File: config.mk
export PLATFORM = sky130hd
export DESIGN_NAME = seq_mag_compare
export DESIGN_NICKNAME = d
export VERILOG_FILES = /design/src/rtl/seq_mag_compare_pkg.sv /design/src/rtl/seq_mag_compare_digit_cmp.sv /design/src/rtl/seq_mag_compare.sv
export SDC_FILE = /design/constraint.sdc
export NUM_CORES = 1
export LEC_CHECK = 0
export ABC_AREA = 1
export CAP_MARGIN = 30
export CORE_MARGIN = 2
export CORE_UTILIZATION = 25
export CTS_CLUSTER_SIZE = 14
export DETAILED_ROUTE_END_ITERATION = 12
export GPL_TIMING_DRIVEN = 0
export HOLD_SLACK_MARGIN = 0.02
export SYNTH_ARGS = -nofsm -noshare
export SYNTH_HDL_FRONTEND = slang
export SYNTH_HIERARCHICAL = 1
export SYNTH_SLANG_ARGS = --single-unit
File: constraint.sdc
create_clock -name clk -period 4.5 [get_ports clk]
set_input_delay 0.45 -clock clk [delete_from_list [all_inputs] [get_ports clk]]
set_output_delay 0.45 -clock clk [all_outputs]
set_load 0.02 [all_outputs]
File: src/rtl/seq_mag_compare_pkg.sv
// Shared types and helpers for the digit-serial magnitude comparator.
package seq_mag_compare_pkg;

    typedef enum logic {
        IDLE    = 1'b0,
        COMPARE = 1'b1
    } state_t;

    typedef enum logic [1:0] {
        RES_LT = 2'd0,
        RES_EQ = 2'd1,
        RES_GT = 2'd2
    } res_t;

    // Digit counter width; a single-digit compare still needs a 1-bit counter.
    function automatic int cnt_width(input int ndig);
        return (ndig <= 1) ? 1 : $clog2(ndig);
    endfunction

endpackage

File: src/rtl/seq_mag_compare_digit_cmp.sv
// One-hot combinational compare of a single DIGIT-bit slice.
module digit_cmp #(
    parameter int DIGIT = 4
) (
    input  logic [DIGIT-1:0] a,
    input  logic [DIGIT-1:0] b,
    output logic             lt,
    output logic             eq,
    output logic             gt
);

    assign lt = (a <  b);
    assign eq = (a == b);
    assign gt = (a >  b);

endmodule

File: src/rtl/seq_mag_compare.sv
// Digit-serial magnitude comparator, MSB digit first, early exit on first difference.
// Define SEQ_MAG_COMPARE_SIGNED_CMP_EN for two's-complement operands.
module seq_mag_compare
    import seq_mag_compare_pkg::*;
#(
    parameter int WIDTH = 16,
    parameter int DIGIT = 4
) (
    input  logic             clk,
    input  logic             rst,
    input  logic             start,
    input  logic [WIDTH-1:0] A,
    input  logic [WIDTH-1:0] B,
    output logic             busy,
    output logic             done,
    output logic             less,
    output logic             equal,
    output logic             greater
);

    localparam int NDIG = WIDTH / DIGIT;
    localparam int CW   = cnt_width(NDIG);
    localparam logic [CW-1:0] LAST = CW'(NDIG - 1);

    state_t           state;
    logic [CW-1:0]    cnt;
    logic [WIDTH-1:0] a_sh;
    logic [WIDTH-1:0] b_sh;
    logic [WIDTH-1:0] a_in;
    logic [WIDTH-1:0] b_in;
    logic             d_lt;
    logic             d_eq;
    logic             d_gt;
    res_t             dres;

`ifdef SEQ_MAG_COMPARE_SIGNED_CMP_EN
    // Flipping the sign bit in both operands maps two's complement order onto unsigned order.
    localparam logic [WIDTH-1:0] SIGN_FLIP = WIDTH'(1) << (WIDTH - 1);
    assign a_in = A ^ SIGN_FLIP;
    assign b_in = B ^ SIGN_FLIP;
`else
    assign a_in = A;
    assign b_in = B;
`endif

    // The shadow registers shift left each step, so the active digit is always the top slice.
    digit_cmp #(.DIGIT(DIGIT)) u_digit_cmp (
        .a  (a_sh[WIDTH-1 -: DIGIT]),
        .b  (b_sh[WIDTH-1 -: DIGIT]),
        .lt (d_lt),
        .eq (d_eq),
        .gt (d_gt)
    );

    always_comb begin
        dres = RES_EQ;
        if (d_lt)
            dres = RES_LT;
        else if (d_gt)
            dres = RES_GT;
    end

    always_ff @(posedge clk) begin
        if (rst) begin
            state   <= IDLE;
            cnt     <= '0;
            a_sh    <= '0;
            b_sh    <= '0;
            busy    <= 1'b0;
            done    <= 1'b0;
            less    <= 1'b0;
            equal   <= 1'b0;
            greater <= 1'b0;
        end else begin
            done <= 1'b0;
            case (state)
                IDLE: begin
                    if (start) begin
                        a_sh    <= a_in;
                        b_sh    <= b_in;
                        cnt     <= '0;
                        less    <= 1'b0;
                        equal   <= 1'b0;
                        greater <= 1'b0;
                        busy    <= 1'b1;
                        state   <= COMPARE;
                    end
                end
                COMPARE: begin
                    if (dres != RES_EQ) begin
                        less    <= (dres == RES_LT);
                        greater <= (dres == RES_GT);
                        busy    <= 1'b0;
                        done    <= 1'b1;
                        state   <= IDLE;
                    end else if (cnt == LAST) begin
                        equal   <= 1'b1;
                        busy    <= 1'b0;
                        done    <= 1'b1;
                        state   <= IDLE;
                    end else begin
                        cnt  <= cnt + 1'b1;
                        a_sh <= a_sh << DIGIT;
                        b_sh <= b_sh << DIGIT;
                    end
                end
                default: state <= IDLE;
            endcase
        end
    end

endmodule

======== Word level (Yosys, flattened, before mapping) ========
Index checks and enable logic that the tools add are counted.
word-level totals
  bits of input ports ..................... 35
  memories ................................ 0
  flip-flop bits (word level) ............. 40
  logic and storage cells ................. 60
  latch bits .............................. 0
  output and inout port bits .............. 5
  bits in read-only memories .............. 0
  RAM bits ................................ 0
cells by class
  $mul .................................... 0
  muxes and demuxes ....................... 32
  $add $sub $neg .......................... 1
  reduce and logical (&&, ||, !) cells .... 6
  magnitude comparators ................... 2
  eq/ne operators ......................... 9
  bitwise operators ....................... 1
  shift-type cells ........................ 0
  div/mod/pow operators ................... 0
operators by type and width
  operator                                        count
  2-to-1 mux 16 bit                               6
  one-hot mux 16 bit (2 select lines)             2
  2-to-1 mux 1 bit                                13
  2-to-1 mux 2 bit                                5
  one-hot mux 1 bit (2 select lines)              5
  != test 2 x 1 -> 1 bit (second input constant)  3
  != test 2 bit (second input constant)           3
  AND reduction 3 bit                             2
  equality test 2 bit (second input constant)     2
  > comparator 4 bit                              1
  < comparator 4 bit                              1
  one-hot mux 2 bit (2 select lines)              1
  AND reduction 2 bit                             2
  != test 3 x 1 -> 1 bit (second input constant)  1
  adder 2 x 1 -> 2 bit (second input constant)    1
  logical NOT 2 bit                               1
  OR reduction 2 bit                              1
  inverter 1 bit                                  1

======== Logic depth before layout (Yosys ltp) ========
  depth after elaboration ................. 6
  mapped depth ............................ 13
  depth with buffers taken out ............ 12

======== By module ========
Netlist, hierarchy kept.
modules (own cells, without submodules)
  module           instances  area an instance (um^2)  cells an instance  seq. area each (um^2)
  seq_mag_compare  1          1906.8                   295                800.8
  digit_cmp        1          115.1                    20                 0.0

======== Least setup slack after synthesis ========
Ideal clock, no wire load.
  path kind ............................... flip-flop to flip-flop
  start ................................... register b_sh[15]
  end ..................................... register a_sh[10]
  buffers on the path ..................... 1
  stages on the path, launching flop included .. 13
  data arrival time ....................... 1.516 ns
  setup time .............................. 0.115 ns
  setup slack ............................. 2.869 ns
  path through ............................ dfxtp_1 -> inv_1 -> ha_1 -> nand2_1 -> inv_1 -> nand2_1 -> a21oi_1 -> nor2_1 -> nand2_1 -> buf_2 -> nand3_1 -> nand2_1 -> nor2_1
on the way
  cells in the longest elaborated chain, start to end .. 6
RTL lines
  element                        line                             text
  from (decl)                    seq_mag_compare.sv:28            logic [WIDTH-1:0] b_sh;
  from (signal assigned)         seq_mag_compare.sv:80            b_sh <= b_in;
  from (signal assigned)         seq_mag_compare.sv:104           b_sh <= b_sh << DIGIT;
  > comparator 4 bit             seq_mag_compare_digit_cmp.sv:14  assign gt = (a > b);
  net d_gt                       seq_mag_compare.sv:33            logic d_gt;
  2-to-1 mux 2 bit               seq_mag_compare.sv:59            else if (d_gt)
  2-to-1 mux 2 bit               seq_mag_compare.sv:57            if (d_lt)
  != test 2 x 1 -> 1 bit         seq_mag_compare.sv:90            if (dres != RES_EQ) begin
  != test 2 bit (no line)        --
  AND reduction 3 bit (no line)  --
  to (signal assigned)           seq_mag_compare.sv:79            a_sh <= a_in;
  to (signal assigned)           seq_mag_compare.sv:103           a_sh <= a_sh << DIGIT;
  to (decl)                      seq_mag_compare.sv:27            logic [WIDTH-1:0] a_sh;
The timed path passes the listed nets, and every way through them passes these cells.
A chain may end at the register's enable or synchronous reset.

======== Worst setup path in the final report ========
  start ................................... register b_sh[14]
  end ..................................... register b_sh[12]
RTL lines
  element                        line                             text
  < comparator 4 bit             seq_mag_compare_digit_cmp.sv:12  assign lt = (a < b);
  net d_lt                       seq_mag_compare.sv:31            logic d_lt;
  2-to-1 mux 2 bit               seq_mag_compare.sv:57
  != test 2 x 1 -> 1 bit         seq_mag_compare.sv:90
  != test 2 bit (no line)        --
  AND reduction 3 bit (no line)  --
The timed path passes the listed nets, and every way through them passes these cells.

==> run_results.csv <==
group,metric,value,unit
timing,fmax,0.495,GHz
placed_design,place.gp.congestion,0.861,
timing,hold_viol,0,
cts,path_clk_slew,0.08,ns
critical_path,endpoint_kind,"register",
grt,grt_pass1_vias,1924,
placed_design,place_hpwl,4.02,mm
grt,grt-ovfl-total,0,
timing,final-max-slew-violation-count,0,
logic_synthesis,synth_seq_cells,40,
cts,postCtsHoldBufs,0,
die,initial_core_util,26.0,%
finish,drive_gt1_share,7.18,%
logic_synthesis,yosys_warnings,6,
cts,post_cts_buffers,0,
critical_path,cp.required,4.69,ns
cts,cts_tree,"yes",
drt,first_iter_violations,89,
timing,rsz0062_at_grt,"false",
cts,htree_levels,2,
die,floorplan.core_area,0.00777,mm2
grt,grt_max_degree,13,
timing,timing.final.crit_share,44.9,%
cts,clock_latency,0.29,ns
cts,cts.sinks,40,
outcome,outcome,"complete, no violations",
cts,cts_buffers,5,
drt,viasPerCell,4.41,
timing,fin_setup_tns,0,ns
critical_path,cp_max_fo,10,
cts,cts_resized,0,
drt,drc_errors,0,
critical_path,slowest_delay,0.36,ns
grt,grt_first_pass_wirelength,9.00,mm
logic_synthesis,netlist_instances,315,
critical_path,path_cells,"inv_1 -> ha_1 -> nand2_1 -> inv_1 -> nand2_1 -> and2_1 -> nor2_1 -> nand2_1 -> buf_2 -> a21oi_1 -> nor2_1",
critical_path,r2r-end,"b_sh[12]$_SDFFE_PP0P_",
drt,drtPass1Iterations,4,
critical_path,crit_path_start_kind,"register",
logic_synthesis,synthDistinctLibCells,16,
die,die_x,93.9,um
logic_synthesis,synth_fp_nets,355,
drt,wl_per_cell,11.5,um
power_and_ir_drop,power_leakage,0.00120,uW
grt,antenna_found_initial,0,
critical_path,r2r_slack,2.48,ns
job,cap_viol_max_count,0,
critical_path,cp_slowest_cell,"dfxtp_1",
logic_synthesis,ys_seq_area_share,39.6,%
worst_hold_path,hold_start,"equal$_SDFFE_PP0P_",
critical_path,crit_type,"register to register",
critical_path,r2r_start,"b_sh[14]$_SDFFE_PP0P_",
critical_path,worstPathArrival,2.20,ns
logic_synthesis,syn_avg_cell_area,6.42,um2
cts,clockBufferDepth,2,
grt,grt_use_total,13.0,%
timing,finClkSkew,0.00463,ns
finish,antenna-diode-count,0,
finish,syn2layout_area_growth,30.2,%
die,io-pin-count,40,
worst_hold_path,hold_depth,2,
critical_path,cpMostUsedCell,"nand2_1",
drt,antenna_left,0,
power_and_ir_drop,p_per_area,376,mW/mm2
timing,tightest_slew,0.455,ns
worst_hold_path,holdPathEnd,"equal$_SDFFE_PP0P_",
finish,fin_nets,401,
timing,setup_viol,0,
timing,relSlewSlack,69.7,%
logic_synthesis,syn-cell-area,0.00202,mm2
power_and_ir_drop,finalPower,990,uW
placed_design,numPortBuffers,39,
worst_hold_path,hold_class,"register to register",
die,placementRows,32,
die,die_area,0.00882,mm2
timing,finalCriticalPeriod,2.02,ns
die,dieHeight,93.9,um
drt,finalWirelength,5.33,mm
drt,vias,2046,
power_and_ir_drop,ir_worst_vdd,0.131,mV
cts,cts_root_buffer,"clkbuf_8",
critical_path,r2r_cells,11,
==> report_power, final <==
| group | leakage, uW | internal, uW | total, uW | switching [uW] |
|---|---|---|---|---|
| sequential | 0.000330 | 401 | 420 | 18.7 |
| combinational | 0.000814 | 129 | 322 | 193 |
| clock | 0.0000510 | 122 | 248 | 126 |
==> worst max-delay path: cells and delay by family (launching register included) <==
kind,cells,cell delay (ns)
AO/OA/AOI/OAI,1,0.20
adder cells (fa/ha/maj),1,0.27
buffers and inverters,3,0.35
flip-flops,1,0.36
AND/OR/NAND/NOR,6,0.74
==> cell families after synthesis <==
family | count (synthesis) | share of synthesized area (%)
simple gates | 156 | 31.7
compound gates | 57 | 14.1
buf+inv | 57 | 11.5
flops | 40 | 39.6
fa+ha+maj | 5 | 3.09
==> synth_stat cells <==
| cell type | instances | area share (%) |
|---|---|---|
| ha_1 | 5 | 3.1 |
| clkbuf_1 | 3 | 0.56 |
| nand2_1 | 85 | 16 |
| and2_1 | 1 | 0.31 |
| a21oi_1 | 40 | 9.9 |
| inv_1 | 34 | 6.3 |
| nor2_1 | 30 | 5.6 |
| nand3_1 | 38 | 9.4 |
| inv_2 | 1 | 0.19 |
| clkinv_1 | 2 | 0.37 |
| buf_2 | 15 | 3.7 |
| nor2_2 | 1 | 0.31 |
| buf_1 | 2 | 0.37 |
| o21ai_0 | 17 | 4.2 |
| dfxtp_1 | 40 | 40 |
| nand2_2 | 1 | 0.31 |
==> worst max-delay path by stage <==
stage,from,endpoint,depth (start not counted)
floorplan,b_sh[15]$_SDFFE_PP0P_,a_sh[10]$_SDFFE_PP0P_,12
global placement,rst,busy$_SDFFE_PP0P_,5
detailed placement,b_sh[15]$_SDFFE_PP0P_,b_sh[12]$_SDFFE_PP0P_,11
CTS,b_sh[14]$_SDFFE_PP0P_,b_sh[12]$_SDFFE_PP0P_,11
global route,b_sh[15]$_SDFFE_PP0P_,b_sh[12]$_SDFFE_PP0P_,11
finish,b_sh[14]$_SDFFE_PP0P_,b_sh[12]$_SDFFE_PP0P_,11
==> cell type report <==
cell class                      instances  area [um2]
Inverter                               37         139
Multi-Input combinational cell        218         988
Buffer                                 20        93.8
Clock inverter                          2        10.0
Clock buffer                            6        82.6
Tap cell                              102         128
Fill cell                             891        5130
Timing Repair Buffer                   39         390
Sequential cell                        40         801
==> routing by layer <==
metal  routed length [um]  global-route usage [%]  up-vias
met4                  128                    5.19        0
met1                 2480                    17.0      897
met2                 2410                    20.5       51
li1                     -                       -     1086
met3                  310                    3.21       12
met5                    0                       0        -
==> state kept, by name (all words and copies together) (netlist names) <==
signal	count
a_sh	16
done	1
b_sh	16
cnt	2
busy	1
equal	1
less	1
greater	1
state	1
==> cells in the final DEF (no fill, tap or decap), drive strengths merged <==
cell type,count
a21oi,40
and2,1
buf,17
clkbuf,9
clkdlybuf4s50,39
clkinv,4
dfxtp,40
ha,5
inv,35
nand2,86
nand3,38
nor2,31
o21ai,17
==> per-stage QoR <==
stage | utilization [%] | cell area (um2) | std cells | worst slack [ns] | hold WS (ns)
global route | 33.9 | 2630 | 464 | 2.25 | 0.507
finish | 33.9 | 2630 | 464 | 2.48 | 0.477
detailed placement | 32.7 | 2540 | 456 | 2.50 | 0.471
CTS | 33.9 | 2630 | 464 | 2.48 | 0.482
floorplan | - | 2020 | 315 | 2.87 | 0.452
global placement | 32.7 | 2540 | 456 | 2.55 | 0.466
(Power assumes the default switching activity.)
